<file path="src/rtl/register_bank_reader_if.sv">
// Stream/bank bundle between register_bank_reader and its environment.
// Latency: none, this is wiring only.
// Backpressure: o_valid/i_ready on the stream side; the bank side is combinational.
//
// Signals, from the reader's side:
//   request : i_start, i_base, i_count
//   bank    : o_bank_select -> i_bank_read_data
//   stream  : o_data, o_index, o_last, o_checksum_beat, o_valid <-> i_ready
//   status  : o_busy, o_done, o_error
interface register_bank_reader_if #(
  parameter int DATA_WIDTH = 8,
  parameter int NUM_REG    = 6
);
  localparam int SELECT_WIDTH = $clog2(NUM_REG);
  localparam int COUNT_WIDTH  = $clog2(NUM_REG + 1);

  logic                    i_start;
  logic [SELECT_WIDTH-1:0] i_base;
  logic [COUNT_WIDTH-1:0]  i_count;
  logic [SELECT_WIDTH-1:0] o_bank_select;
  logic [DATA_WIDTH-1:0]   i_bank_read_data;
  logic [DATA_WIDTH-1:0]   o_data;
  logic [SELECT_WIDTH-1:0] o_index;
  logic                    o_valid;
  logic                    i_ready;
  logic                    o_last;
  logic                    o_checksum_beat;
  logic                    o_busy;
  logic                    o_done;
  logic                    o_error;

  modport master (
    input  i_start, i_base, i_count, i_bank_read_data, i_ready,
    output o_bank_select, o_data, o_index, o_valid, o_last, o_checksum_beat,
           o_busy, o_done, o_error
  );

  modport slave (
    output i_start, i_base, i_count, i_bank_read_data, i_ready,
    input  o_bank_select, o_data, o_index, o_valid, o_last, o_checksum_beat,
           o_busy, o_done, o_error
  );
endinterface

</file>
<file path="src/rtl/register_bank_reader.sv">
// Read-side initiator: on i_start walks bank[i_base +: i_count] and streams each word with its index.
// Latency: i_start to first o_valid 2 cycles; one beat per 2 cycles max; last handshake to o_done 1 cycle.
// Backpressure: a beat holds data/index/last stable until i_ready; the bank is not re-read meanwhile.
//
// Ports: clk, rst (async active-low), bus (register_bank_reader_if.master).
// Optional feature: REGISTER_BANK_READER_CHECKSUM_EN appends an XOR checksum beat
// carrying o_last and o_checksum_beat; without it o_checksum_beat is tied to 0.
module register_bank_reader #(
  parameter int DATA_WIDTH = 8,
  parameter int NUM_REG    = 6
) (
  input logic                     clk,
  input logic                     rst,
  register_bank_reader_if.master  bus
);
  localparam int SELECT_WIDTH = $clog2(NUM_REG);
  localparam int COUNT_WIDTH  = $clog2(NUM_REG + 1);
  localparam int RANGE_WIDTH  = COUNT_WIDTH + 1;
`ifdef REGISTER_BANK_READER_CHECKSUM_EN
  localparam bit CSUM_EN = 1'b1;
`else
  localparam bit CSUM_EN = 1'b0;
`endif

  typedef enum logic [1:0] {IDLE, READ, SEND, DONE} state_t;

  state_t                  state, state_nxt;
  logic [SELECT_WIDTH-1:0] pointer, select_q, index_q;
  logic [COUNT_WIDTH-1:0]  remaining;
  logic [DATA_WIDTH-1:0]   data_q;
  logic                    valid_q, last_q, error_q;
  logic [RANGE_WIDTH-1:0]  range_sum;
  logic                    out_of_range, accept, handshake, final_data;
  logic                    csum_beat;
  logic [DATA_WIDTH-1:0]   csum_acc;

  // One extra bit so base+count cannot wrap before the compare.
  assign range_sum    = RANGE_WIDTH'(bus.i_base) + RANGE_WIDTH'(bus.i_count);
  assign out_of_range = range_sum > RANGE_WIDTH'(NUM_REG);
  assign accept       = (state == IDLE) && bus.i_start && !out_of_range;
  assign handshake    = (state == SEND) && valid_q && bus.i_ready;
  assign final_data   = (remaining == COUNT_WIDTH'(1));

  always_ff @(posedge clk or negedge rst) begin
    if (!rst) state <= IDLE;
    else      state <= state_nxt;
  end

  always_comb begin
    state_nxt = state;
    case (state)
      IDLE: if (accept) begin
              if (bus.i_count == '0) state_nxt = CSUM_EN ? SEND : DONE;
              else                   state_nxt = READ;
            end
      READ: state_nxt = SEND;
      SEND: if (handshake) begin
              if (csum_beat)       state_nxt = DONE;
              else if (final_data) state_nxt = CSUM_EN ? SEND : DONE;
              else                 state_nxt = READ;
            end
      DONE: state_nxt = IDLE;
      default: state_nxt = IDLE;
    endcase
  end

  always_ff @(posedge clk or negedge rst) begin
    if (!rst) begin
      pointer   <= '0;
      select_q  <= '0;
      remaining <= '0;
      data_q    <= '0;
      index_q   <= '0;
      valid_q   <= 1'b0;
      last_q    <= 1'b0;
      error_q   <= 1'b0;
    end else begin
      error_q <= (state == IDLE) && bus.i_start && out_of_range;
      case (state)
        IDLE: if (accept) begin
                pointer   <= bus.i_base;
                remaining <= bus.i_count;
                // Empty window with checksum: go straight to a zero checksum beat.
                if (CSUM_EN && bus.i_count == '0) begin
                  data_q  <= '0;
                  index_q <= '0;
                  valid_q <= 1'b1;
                  last_q  <= 1'b1;
                end
              end
        READ: begin
                data_q   <= bus.i_bank_read_data;
                index_q  <= pointer;
                select_q <= pointer;
                valid_q  <= 1'b1;
                last_q   <= !CSUM_EN && final_data;
              end
        SEND: if (handshake) begin
                valid_q <= 1'b0;
                if (!csum_beat) begin
                  remaining <= remaining - COUNT_WIDTH'(1);
                  pointer   <= pointer + SELECT_WIDTH'(1);
                  if (CSUM_EN && final_data) begin
                    data_q  <= csum_acc;
                    index_q <= '0;
                    valid_q <= 1'b1;
                    last_q  <= 1'b1;
                  end
                end
              end
        default: ;
      endcase
    end
  end

`ifdef REGISTER_BANK_READER_CHECKSUM_EN
  always_ff @(posedge clk or negedge rst) begin
    if (!rst) begin
      csum_acc  <= '0;
      csum_beat <= 1'b0;
    end else if (accept) begin
      csum_acc  <= '0;
      csum_beat <= (bus.i_count == '0);
    end else if (state == READ) begin
      csum_acc  <= csum_acc ^ bus.i_bank_read_data;
    end else if (handshake) begin
      // Flag rises as the last data beat retires and drops when the checksum beat retires.
      csum_beat <= !csum_beat && final_data;
    end
  end
`else
  assign csum_acc  = '0;
  assign csum_beat = 1'b0;
`endif

  // The select tracks the pointer only while reading, so it never shows the
  // post-increment pointer (which can equal NUM_REG after the last beat).
  assign bus.o_bank_select   = (state == READ) ? pointer : select_q;
  assign bus.o_data          = data_q;
  assign bus.o_index         = index_q;
  assign bus.o_valid         = valid_q;
  assign bus.o_last          = last_q;
  assign bus.o_checksum_beat = csum_beat;
  assign bus.o_busy          = (state != IDLE);
  assign bus.o_done          = (state == DONE);
  assign bus.o_error         = error_q;
endmodule

</file>
<file path="src/flat_wrapper.sv">
// flat-port wrapper written by rule: the top's interface ports become plain ports
module register_bank_reader_flat 
#(
  parameter int DATA_WIDTH = 8,
  parameter int NUM_REG    = 6
)
  (clk, rst, bus_i_start, bus_i_base, bus_i_count, bus_i_bank_read_data, bus_i_ready, bus_o_bank_select, bus_o_data, bus_o_index, bus_o_valid, bus_o_last, bus_o_checksum_beat, bus_o_busy, bus_o_done, bus_o_error);
  register_bank_reader_if #(.DATA_WIDTH(DATA_WIDTH), .NUM_REG(NUM_REG)) bus_i ();
  input logic clk;
  input logic rst;
  input wire logic [$bits(bus_i.i_start)-1:0] bus_i_start;
  input wire logic [$bits(bus_i.i_base)-1:0] bus_i_base;
  input wire logic [$bits(bus_i.i_count)-1:0] bus_i_count;
  input wire logic [$bits(bus_i.i_bank_read_data)-1:0] bus_i_bank_read_data;
  input wire logic [$bits(bus_i.i_ready)-1:0] bus_i_ready;
  output wire logic [$bits(bus_i.o_bank_select)-1:0] bus_o_bank_select;
  output wire logic [$bits(bus_i.o_data)-1:0] bus_o_data;
  output wire logic [$bits(bus_i.o_index)-1:0] bus_o_index;
  output wire logic [$bits(bus_i.o_valid)-1:0] bus_o_valid;
  output wire logic [$bits(bus_i.o_last)-1:0] bus_o_last;
  output wire logic [$bits(bus_i.o_checksum_beat)-1:0] bus_o_checksum_beat;
  output wire logic [$bits(bus_i.o_busy)-1:0] bus_o_busy;
  output wire logic [$bits(bus_i.o_done)-1:0] bus_o_done;
  output wire logic [$bits(bus_i.o_error)-1:0] bus_o_error;
  assign bus_i.i_start = bus_i_start;
  assign bus_i.i_base = bus_i_base;
  assign bus_i.i_count = bus_i_count;
  assign bus_i.i_bank_read_data = bus_i_bank_read_data;
  assign bus_i.i_ready = bus_i_ready;
  assign bus_o_bank_select = bus_i.o_bank_select;
  assign bus_o_data = bus_i.o_data;
  assign bus_o_index = bus_i.o_index;
  assign bus_o_valid = bus_i.o_valid;
  assign bus_o_last = bus_i.o_last;
  assign bus_o_checksum_beat = bus_i.o_checksum_beat;
  assign bus_o_busy = bus_i.o_busy;
  assign bus_o_done = bus_i.o_done;
  assign bus_o_error = bus_i.o_error;
  register_bank_reader #(.DATA_WIDTH(DATA_WIDTH), .NUM_REG(NUM_REG)) u_core (.clk(clk), .rst(rst), .bus(bus_i));
endmodule
</file>
<file path="config.mk">
export PLATFORM = sky130hd
export DESIGN_NAME = register_bank_reader_flat
export DESIGN_NICKNAME = d
export VERILOG_FILES = /design/src/rtl/register_bank_reader_if.sv /design/src/rtl/register_bank_reader.sv /design/src/flat_wrapper.sv
export SDC_FILE = /design/constraint.sdc
export NUM_CORES = 1
export LEC_CHECK = 0
export CORE_ASPECT_RATIO = 0.9
export CORE_MARGIN = 4
export CORE_UTILIZATION = 49
export DETAILED_ROUTE_END_ITERATION = 6
export PLACE_DENSITY = 0.91
export SETUP_SLACK_MARGIN = 0.05
export SLEW_MARGIN = 20
export SYNTH_ARGS = -nofsm -noshare
export SYNTH_HDL_FRONTEND = slang
export SYNTH_SLANG_ARGS = --single-unit
</file>
<file path="constraint.sdc">
create_clock -name clk -period 2.6 [get_ports clk]
set_input_delay 0.52 -clock clk [delete_from_list [all_inputs] [get_ports clk]]
set_output_delay 0.52 -clock clk [all_outputs]
set_load 0.1 [all_outputs]
</file>
==> results.txt <==
- In this run the clock root is driven by a sky130_fd_sc_hd__clkbuf_4.
* CTS max path bufs: 2
* Max-cap violations: 0
- Clock sink count: 25
- For this design, the slowest cell found on the critical path is sky130_fd_sc_hd__clkdlybuf4s50_1.
- Largest stage delay on the critical path: 0.44 ns
- The final layout contains routed wiring with a total length of 2620 um.
- At the worst endpoint, the required time is 2.81 ns.
- Proportion of synthesized chip area in sequential cells: 51.3%
* Hold violation count in the final report: 0
- The final route contains 1049 vias.
- Gates resized, CTS repair: 0
- Total nets after synthesis: 154
* Core Region: 2280 um^2
- Broken down by cell family, the worst path's largest delay share belongs to adder cells.
- Clock-pin slew was measured on the worst setup and hold paths at 0.12 ns.
- Antenna violations before repair: 0
- Overflow left after global routing: 0
- Critical Path End Type: register
* Total power divided by cell area: 383 nW/um^2
* CTS HTree Levels: 1
- Routability-driven placement finished with a final weighted congestion of 0.871.
* Via density per instance: 5.32
- After technology mapping, the gate count stands at 129.
- Registers take 626 um^2.
- Final net count: 196
* Combined global-route utilization of all metal layers: 16.3%
* Setup repair after global routing missed its margin: false
- The count of buffers added on input and output ports is 36.
- Share of the synthesized area in the top cell type: 51.3%
- The via count of the first global-routing pass was 990.
- Cell with the most instances after synthesis: sky130_fd_sc_hd__nand2_1
- In the routed design, unresolved DRC markers number 0.
* Clock Skews: 0.00351 ns
- The Yosys step of the flow raised 0 warnings.
* Class of the most critical setup path: primary input to register
- Worst-path fanout max: 2
* FILL cells: 175
- After clock tree synthesis, the setup repair step added 0 buffers.
* Cell breakdown of the critical path: clkdlybuf4s50_1 -> ha_1 -> fa_1 -> and2_0 -> a221o_1 -> or3_1 -> o221a_2
- Synth Area per Inst: 9.46 um^2
- From synthesis to final layout, the design area changed by 35.4%.
- F_max: 0.405 GHz
* First-pass GRT wire length: 4320 um
* Crit path buf inv count: 1
* Total instance count after detailed placement: 193
- Internal power consumption: 488 uW
- Place WS: -0.207 ns
- Net switching is 22.9% of the power.
* Status: complete, no violations
- Summed over all instances, the cell type with the most area after synthesis is sky130_fd_sc_hd__dfrtp_1.
- The repair_antennas step left the layout with diodes totalling 0.
- HPWL Detailed: 2060 um
- Sort of element at the start of the critical path: primary input
- Data arrives at the worst endpoint at 2.68 ns.
- Top post-synthesis cells by area: sky130_fd_sc_hd__dfrtp_1, sky130_fd_sc_hd__nand2_1, sky130_fd_sc_hd__ha_1
- DR iter-0 viols: 44
* Finished Layout Cells: 197
- Maximum number of pins on one net before global-route repair: 26
* Most used flip-flop cell after synthesis: sky130_fd_sc_hd__dfrtp_1
- In this run the cell area of the synthesized design comes to 1220 um^2.
- Pleak: 0.806 nW
- In the post-route analysis, the smallest setup slack over all paths is 0.133 ns.
- Clk_lat worst skew: 0.31 ns
* Chip width: 60.6 um
* Hold buffers post-CTS: 0
- TritonCTS built the clock tree.
* Final slew viol count: 0
* Ports placed on the boundary: 38
* Clock share of power: 26.6%
- Register bit count reported by yosys: 25
- Floorplan die height: 55.3 um
* Effective utilization at floorplan: 53.5%
- Dividing the final minimum period by the clock period gives 94.9%.
- Summing all multi-input logic gate instances after layout gives 544 um^2.
* Worst IR drop on VDD: 0.000236 V
- Fraction of power consumed by combinational cells: 12.0%
- Dividing the detail-routed wire length by the instance count gives 13.3 um.
* Setup-failing EPs final: 0
* Area of the die: 3350 um^2
* Detailed-routing iteration count for the pre-antenna-repair pass: 4
- For the finished layout, the period the worst path requires is 2.47 ns.
- Worst hold path class: register to register
- Sequential cells account for 61.4% of the total power.
* Netlist cell types: 32
* Net switching power: 145 uW
* Share of cells above drive strength 1: 20.0%
* Synth cell count leaders: sky130_fd_sc_hd__nand2_1, sky130_fd_sc_hd__dfrtp_1, sky130_fd_sc_hd__inv_1
- Buffers inserted during clock tree synthesis total 3.
- Number of flops mapped to enable cells by yosys: 0
- # rows: 16
* Fraction of registers with async set or reset after synthesis: 100%
- In this run the remaining antenna-violating nets after routing total 0.
cell families (layout without fill, tap and decap cells):
family / Yosys count / count (layout) / synth area share, %
compound gates: 21 / 21 / 14.8
simple gates: 62 / 62 / 21.0
buf+inv: 12 / 53 / 4.10
fa+ha+maj: 7 / 7 / 7.79
other cells: 1 / 1 / 0.307
xor+xnor: 1 / 1 / 0.718
flops: 25 / 25 / 51.3
flip-flops by register name, indices dropped and copies added, names as in the netlist:
register	cells
u_core.bus.o_data	8
u_core.bus.o_error	1
u_core.bus.o_index	3
u_core.bus.o_last	1
u_core.bus.o_valid	1
u_core.pointer	3
u_core.remaining	3
u_core.select_q	3
u_core.state	2
through the flow:
step                setup TNS, ns  hold WS (ns)  power (mW)  instance area [um^2]  util, %
finish                          0         0.492       0.633                  1650     72.4
global route                    0         0.518       0.662                  1650     72.4
CTS                             0         0.495       0.636                  1650     72.4
detailed placement          -1.00         0.464       0.473                  1630     71.2
global placement           -0.426         0.459       0.470                  1630     71.2
floorplan                       0         0.224       0.425                  1220        -
final timing paths:
check	depth (start not counted)	end	slack [ns]	from
min in group asynchronous	2	u_core.bus.o_data[4]	0.56	rst
max in group asynchronous	2	u_core.pointer[0]	1.81	rst
worst min-delay path	2	u_core.bus.o_data[2]	0.49	u_core.bus.o_data[2]
worst min register to register	2	u_core.bus.o_data[2]	0.49	u_core.bus.o_data[2]
worst max-delay path	7	u_core.pointer[1]	0.13	bus_i_count[0]
worst max register to register	4	u_core.remaining[0]	1.05	u_core.state[1]
routing by layer:
| metal | part of all wire, % | global-route usage [%] | vias to the layer above |
|---|---|---|---|
| li1 | - | - | 520 |
| met4 | 0.69 | 2.79 | 0 |
| met5 | 0 | 0 | - |
| met3 | 8.3 | 3.26 | 2 |
| met1 | 42 | 21.3 | 487 |
| met2 | 49 | 27.6 | 40 |
cell usage in the layout (no fill, tap or decap), drive strengths merged:
cell           count
o41ai              1
ha                 6
clkbuf             4
or2                1
nand2             44
and2               2
a21boi             1
buf               25
or3                2
clkdlybuf4s50     17
dfrtp             25
conb               1
o21ai              4
inv                7
o221ai             1
nor2b              1
a221oi             3
nand2b             1
o22a               1
nand3              5
a221o              1
fa                 1
xor2               1
a311oi             1
nor2               6
a21o               1
a31oi              2
o221a              3
a21oi              2
area by class of cell:
class	instances	area share, %
sequential	25	37.9
multi-input combinational	92	33.0
timing repair buffer	42	23.9
tap	27	2.05
clock buffer	4	1.59
inverter	7	1.59
worst min-delay path: stages (launching register included):
cell and delay [ns]:
sky130_fd_sc_hd__dfrtp_1 0.36, sky130_fd_sc_hd__nand2_1 0.05, sky130_fd_sc_hd__nand2_1 0.06
power groups by stage:
| stage | Sequential, mW | Combinational, mW | Clock, mW |
|---|---|---|---|
| global placement | 0.396 | 0.0736 | 0 |
| floorplan | 0.396 | 0.0290 | 0 |
| detailed placement | 0.396 | 0.0764 | 0 |
| CTS | 0.389 | 0.0769 | 0.171 |
| finish | 0.389 | 0.0761 | 0.168 |
| global route | 0.389 | 0.0830 | 0.190 |
Note: power is estimated with default switching activity, not from simulation.
